==> src/rtl/bcd_countdown_timer.sv <==
// MM:SS BCD countdown with internal prescaler; COUNTDOWN_BLINK_EN adds a blinking blank in DONE.
// All outputs registered, one-cycle response to inputs; no backpressure, controls are level-sampled.
module bcd_countdown_timer #(
  parameter int         TICK_DIV = 50000000,
  parameter logic [15:0] PRESET  = 16'h5959,
  parameter bit         WRAP     = 1'b0
) (
  input  logic        clk,
  input  logic        reset,
  input  logic        start,
  input  logic        pause,
  input  logic        load,
  input  logic [15:0] load_value,
  output logic [15:0] digits,
  output logic        running,
  output logic        expired,
  output logic        tick,
  output logic        blank
);

  localparam int PW = $clog2(TICK_DIV);
  localparam logic [PW-1:0] TERM = PW'(TICK_DIV - 1);

  typedef enum logic [1:0] {IDLE, RUN, PAUSE, DONE} state_t;

  state_t        state;
  logic [PW-1:0] presc;
  logic [15:0]   digits_dec;
  logic          load_ok;

  function automatic logic bcd_valid(input logic [15:0] v);
    return (v[15:12] <= 4'd5) && (v[11:8] <= 4'd9) &&
           (v[7:4] <= 4'd5) && (v[3:0] <= 4'd9);
  endfunction

  // Borrow ripples only while the lower digit was zero; 00:00 rolls to 59:59.
  function automatic logic [15:0] bcd_dec(input logic [15:0] v);
    logic [3:0] mt, mo, st, so;
    {mt, mo, st, so} = v;
    if (so != 4'd0) begin
      so = so - 4'd1;
    end else begin
      so = 4'd9;
      if (st != 4'd0) begin
        st = st - 4'd1;
      end else begin
        st = 4'd5;
        if (mo != 4'd0) begin
          mo = mo - 4'd1;
        end else begin
          mo = 4'd9;
          mt = (mt != 4'd0) ? mt - 4'd1 : 4'd5;
        end
      end
    end
    return {mt, mo, st, so};
  endfunction

  assign digits_dec = bcd_dec(digits);
  assign load_ok    = load && (state != RUN) && bcd_valid(load_value);

  always_ff @(posedge clk) begin
    if (reset) begin
      state   <= IDLE;
      digits  <= PRESET;
      presc   <= '0;
      running <= 1'b0;
      expired <= 1'b0;
      tick    <= 1'b0;
      blank   <= 1'b0;
    end else begin
      tick <= 1'b0;
      if (load_ok) begin
        state   <= IDLE;
        digits  <= load_value;
        presc   <= '0;
        running <= 1'b0;
        expired <= 1'b0;
        blank   <= 1'b0;
      end else begin
        case (state)
          IDLE: begin
            if (start) begin
              if (digits == 16'h0000) begin
                state   <= DONE;
                expired <= 1'b1;
              end else begin
                state   <= RUN;
                running <= 1'b1;
                presc   <= '0;
              end
            end
          end
          RUN: begin
            expired <= 1'b0;
            if (pause) begin
              state   <= PAUSE;
              running <= 1'b0;
            end else if (presc == TERM) begin
              presc  <= '0;
              tick   <= 1'b1;
              digits <= digits_dec;
              if (digits_dec == 16'h0000) begin
                expired <= 1'b1;
                if (!WRAP) begin
                  state   <= DONE;
                  running <= 1'b0;
                end
              end
            end else begin
              presc <= presc + 1'b1;
            end
          end
          PAUSE: begin
            // Prescaler stays frozen so the sub-second phase survives the pause.
            if (!pause && start) begin
              state   <= RUN;
              running <= 1'b1;
            end
          end
          DONE: begin
`ifdef COUNTDOWN_BLINK_EN
            if (presc == TERM) begin
              presc <= '0;
              blank <= ~blank;
            end else begin
              presc <= presc + 1'b1;
            end
`else
            presc <= '0;
`endif
          end
          default: state <= IDLE;
        endcase
      end
    end
  end

endmodule

==> config.mk <==
export PLATFORM = sky130hd
export DESIGN_NAME = bcd_countdown_timer
export DESIGN_NICKNAME = d
export VERILOG_FILES = /design/src/rtl/bcd_countdown_timer.sv
export SDC_FILE = /design/constraint.sdc
export NUM_CORES = 1
export LEC_CHECK = 0
export ABC_AREA = 1
export BUFFER_PORTS_ARGS = -buffer_cell sky130_fd_sc_hd__buf_4
export CORE_UTILIZATION = 62
export CTS_BUF_LIST = sky130_fd_sc_hd__clkbuf_16
export DETAILED_ROUTE_END_ITERATION = 7
export PLACE_DENSITY = 0.85
export SETUP_SLACK_MARGIN = 0.2
export SLEW_MARGIN = 30
export SYNTH_ARGS = -nofsm -noshare
export SYNTH_HDL_FRONTEND = slang
export SYNTH_SLANG_ARGS = --single-unit
export TNS_END_PERCENT = 10
==> constraint.sdc <==
create_clock -name clk -period 5.52 [get_ports clk]
set_clock_uncertainty 0.1 [all_clocks]
set_input_delay 0.552 -clock clk [delete_from_list [all_inputs] [get_ports clk]]
set_output_delay 0.552 -clock clk [all_outputs]
set_load 0.01 [all_outputs]
==> results.py <==
metrics = {
    "setup_path": {
        "worstPathRequired_ns": 5.59,
        "crit_type": "flop to flop",
        "crit_path_max_incr_delay_ns": 0.54,
        "cp-end-kind": "flop",
        "path_max_fanout": 23,
        "path_delay_family": "simple AND/OR/NAND/NOR gates",
        "cp.arrival_ns": 3.18,
        "crit_path_start_kind": "flop",
        "critPathSlowestCell": "nand2_2",
        "path_cells": "inv_1 > ha_1 > inv_2 > nand2_1 > nor4_1 > nand2_1 > nand2_2 > inv_1 > o21ai_0 > a21oi_1",
        "cp.buffers_inverters": 3,
    },
    "timing": {
        "holdWs_ns": 0.379,
        "drv_slew": 0,
        "tns_ns": 0,
        "rsz0062_at_grt": "false",
        "worst_pin_slew_ns": 0.755,
        "setup_viol": 0,
        "period_minus_slack_ns": 3.12,
        "setup_ws_ns": 2.40,
        "slew-limit-headroom_pct": 49.5,
        "hold_viol": 0,
        "max_freq_ghz": 0.321,
        "min_period_over_period_pct": 56.5,
    },
    "route": {
        "viasPerCell": 5.62,
        "drc": 0,
        "drtPass1Iterations": 6,
        "routed-via-count": 3183,
        "ant_nets": 0,
        "drtIter0Drc": 243,
        "post_drt_wl_per_cell_um": 13.1,
        "wirelength_um": 7410,
    },
    "finish": {
        "areaGrowthSynthToFinish_pct": 14.2,
        "antenna_cells": 0,
        "final_util_pct": 73.2,
        "drive_gt1_share_pct": 14.6,
        "final_common_cell": "nand2_1",
        "nNetsFinal": 528,
        "fillCellCount": 381,
        "final_cell_mix": "nand2_1 (103), inv_1 (64), nor2_1 (52)",
        "instances_no_fill": 566,
    },
    "placed_design": {
        "pre_cts_slack_ns": 2.48,
        "gp_congestion": 0.970,
        "dp.cells": 558,
        "hpwl_um": 5530,
        "portBuffers": 39,
    },
    "pwr": {
        "pwr-share-comb_pct": 21.5,
        "powerDensity_nw_per_um2": 239,
        "p_clk_share_pct": 34.9,
        "ir_drop_mv": 0.157,
        "seqPwrFrac_pct": 43.6,
        "power.static_leakage_nw": 1.49,
        "netSwitchingFraction_pct": 30.8,
        "power_switching_mw": 0.255,
        "p_int_mw": 0.572,
    },
    "global_route": {
        "antenna_found_initial": 0,
        "overflow": 0,
        "grt_use_met1_pct": 38.7,
        "grt_usage_pct": 30.9,
        "grt_pass1_vias": 2878,
        "grt_max_degree": 24,
        "top_usage_layer": "met2",
        "use_met2_pct": 51.4,
        "met3_usage_pct": 5.34,
        "grt_first_pass_wirelength_um": 12700,
    },
    "synth": {
        "netlist.area_leader.share_pct": 31.1,
        "netlist_area_um2": 3030,
        "synth-seq-cells": 47,
        "synth.distinct_cells": 37,
        "synth_area_leaders": "dfxtp_1 (31%), nand2_1 (13%), inv_1 (7.7%)",
        "synth_fp_nets": 492,
        "ys_seq_area_share_pct": 31.1,
        "synth_cells": 462,
        "avgSynthCellArea_um2": 6.55,
        "ys_warn_count": 0,
        "synth_top_cell_by_area": "dfxtp_1",
    },
    "clock_network": {
        "numCtsBuffers": 5,
        "cts_setup_buffers": 0,
        "clockRootBuffer": "clkbuf_16",
        "cts_tree": "yes",
        "clk_latency_ns": 0.29,
        "cts_sinks": 47,
        "postCtsResizedCells": 0,
        "cts_max_path_buffers": 2,
        "clk_pin_slew_worst_paths_ns": 0.06,
        "htreeDepth": 2,
        "hold_buffers": 0,
    },
    "job": {
        "maxCapViolCount": 0,
    },
    "die": {
        "io_pins": 41,
        "initial_core_util_pct": 64.1,
        "core_area_um2": 4720,
        "die_x_um": 71.9,
        "die_area_um2": 5170,
        "die_h_um": 71.9,
        "row_count": 25,
    },
    "hold_path": {
        "hold_path.class": "flop to flop",
    },
    "run_status": {
        "status": "finished, final reports clean",
    },
}
==> state kept, by name, indices dropped and copies added (netlist names) <==
name and count:
presc 26, digits 16, state 2, expired 1
running 1, tick 1
==> routing by layer <==
layer  vias to the layer above  wire length [um]
li1                       1585                 -
met1                      1411              3180
met2                       159              3470
met3                        28               527
met4                         0               236
met5                         -                 0
==> cells in the mapped netlist <==
cell type  instances
a211oi_1           6
a21oi_1           27
a21oi_2            1
a31oi_1            2
buf_12             1
buf_2              3
buf_4              3
buf_6              2
clkbuf_1           1
conb_1             1
dfxtp_1           47
ha_1               9
inv_1             62
inv_2              4
mux2i_1            1
nand2_1          103
nand2_2            6
nand3_1           34
nand3_2            4
nand4_1            8
nor2_1            52
nor2_2             6
nor2_4             2
nor3_1            17
nor3_2             1
nor3b_1            2
nor4_1             5
o211a_1            1
o211ai_1           9
o211ai_2           1
o211ai_4           1
o21a_1             4
o21ai_0           29
o21ai_2            1
or2_1              1
or2_4              1
xor2_1             4
==> cell type report <==
type	instances	area (um^2)	share of cell area (%)
inverter	66	248	7.17
sequential	47	941	27.2
clock buffer	5	125	3.62
clock inverter	3	12.5	0.362
tap	67	83.8	2.42
timing repair buffer	39	293	8.47
multi-input combinational	339	1750	50.7
==> cells by family after synthesis <==
logic type | Yosys count | synth area share [%]
AND/OR/NAND/NOR | 242 | 36.2
AO/OA/AOI/OAI | 82 | 16.4
buffers and inverters | 76 | 11.0
flip-flops | 47 | 31.1
adder cells (fa/ha/maj) | 9 | 3.72
XOR/XNOR | 4 | 1.16
other | 1 | 0.124
multiplexers | 1 | 0.331
==> worst min-delay path, delay by kind of cell, from the launching register on <==
family	cells	cell delay [ns]
DFF	1	0.31
AOI/OAI and AO/OA	1	0.05
and+or+nand+nor	1	0.06
==> path summary, 6_finish.rpt <==
check | end | slack, ns | depth (start not counted) | startpoint
max reg2reg | digits[5] | 2.40 | 10 | state[1]
min | running | 0.38 | 2 | running
min reg2reg | running | 0.38 | 2 | running
max | digits[5] | 2.40 | 10 | state[1]
==> power groups by stage <==
| stage | Sequential, mW | Combinational [mW] | Clock [mW] |
|---|---|---|---|
| after floorplan | 0.369 | 0.131 | 0 |
| after detailed placement | 0.368 | 0.172 | 0 |
| after global placement | 0.367 | 0.169 | 0 |
| after global routing | 0.362 | 0.197 | 0.306 |
| after CTS | 0.361 | 0.173 | 0.292 |
| final | 0.361 | 0.178 | 0.289 |
==> metrics by stage <==
step	power, mW	area, um^2
CTS	0.826	3460
global route	0.865	3460
detailed placement	0.540	3320
floorplan	0.500	3030
global placement	0.537	3320
finish	0.828	3460
(Power assumes the default switching activity.)
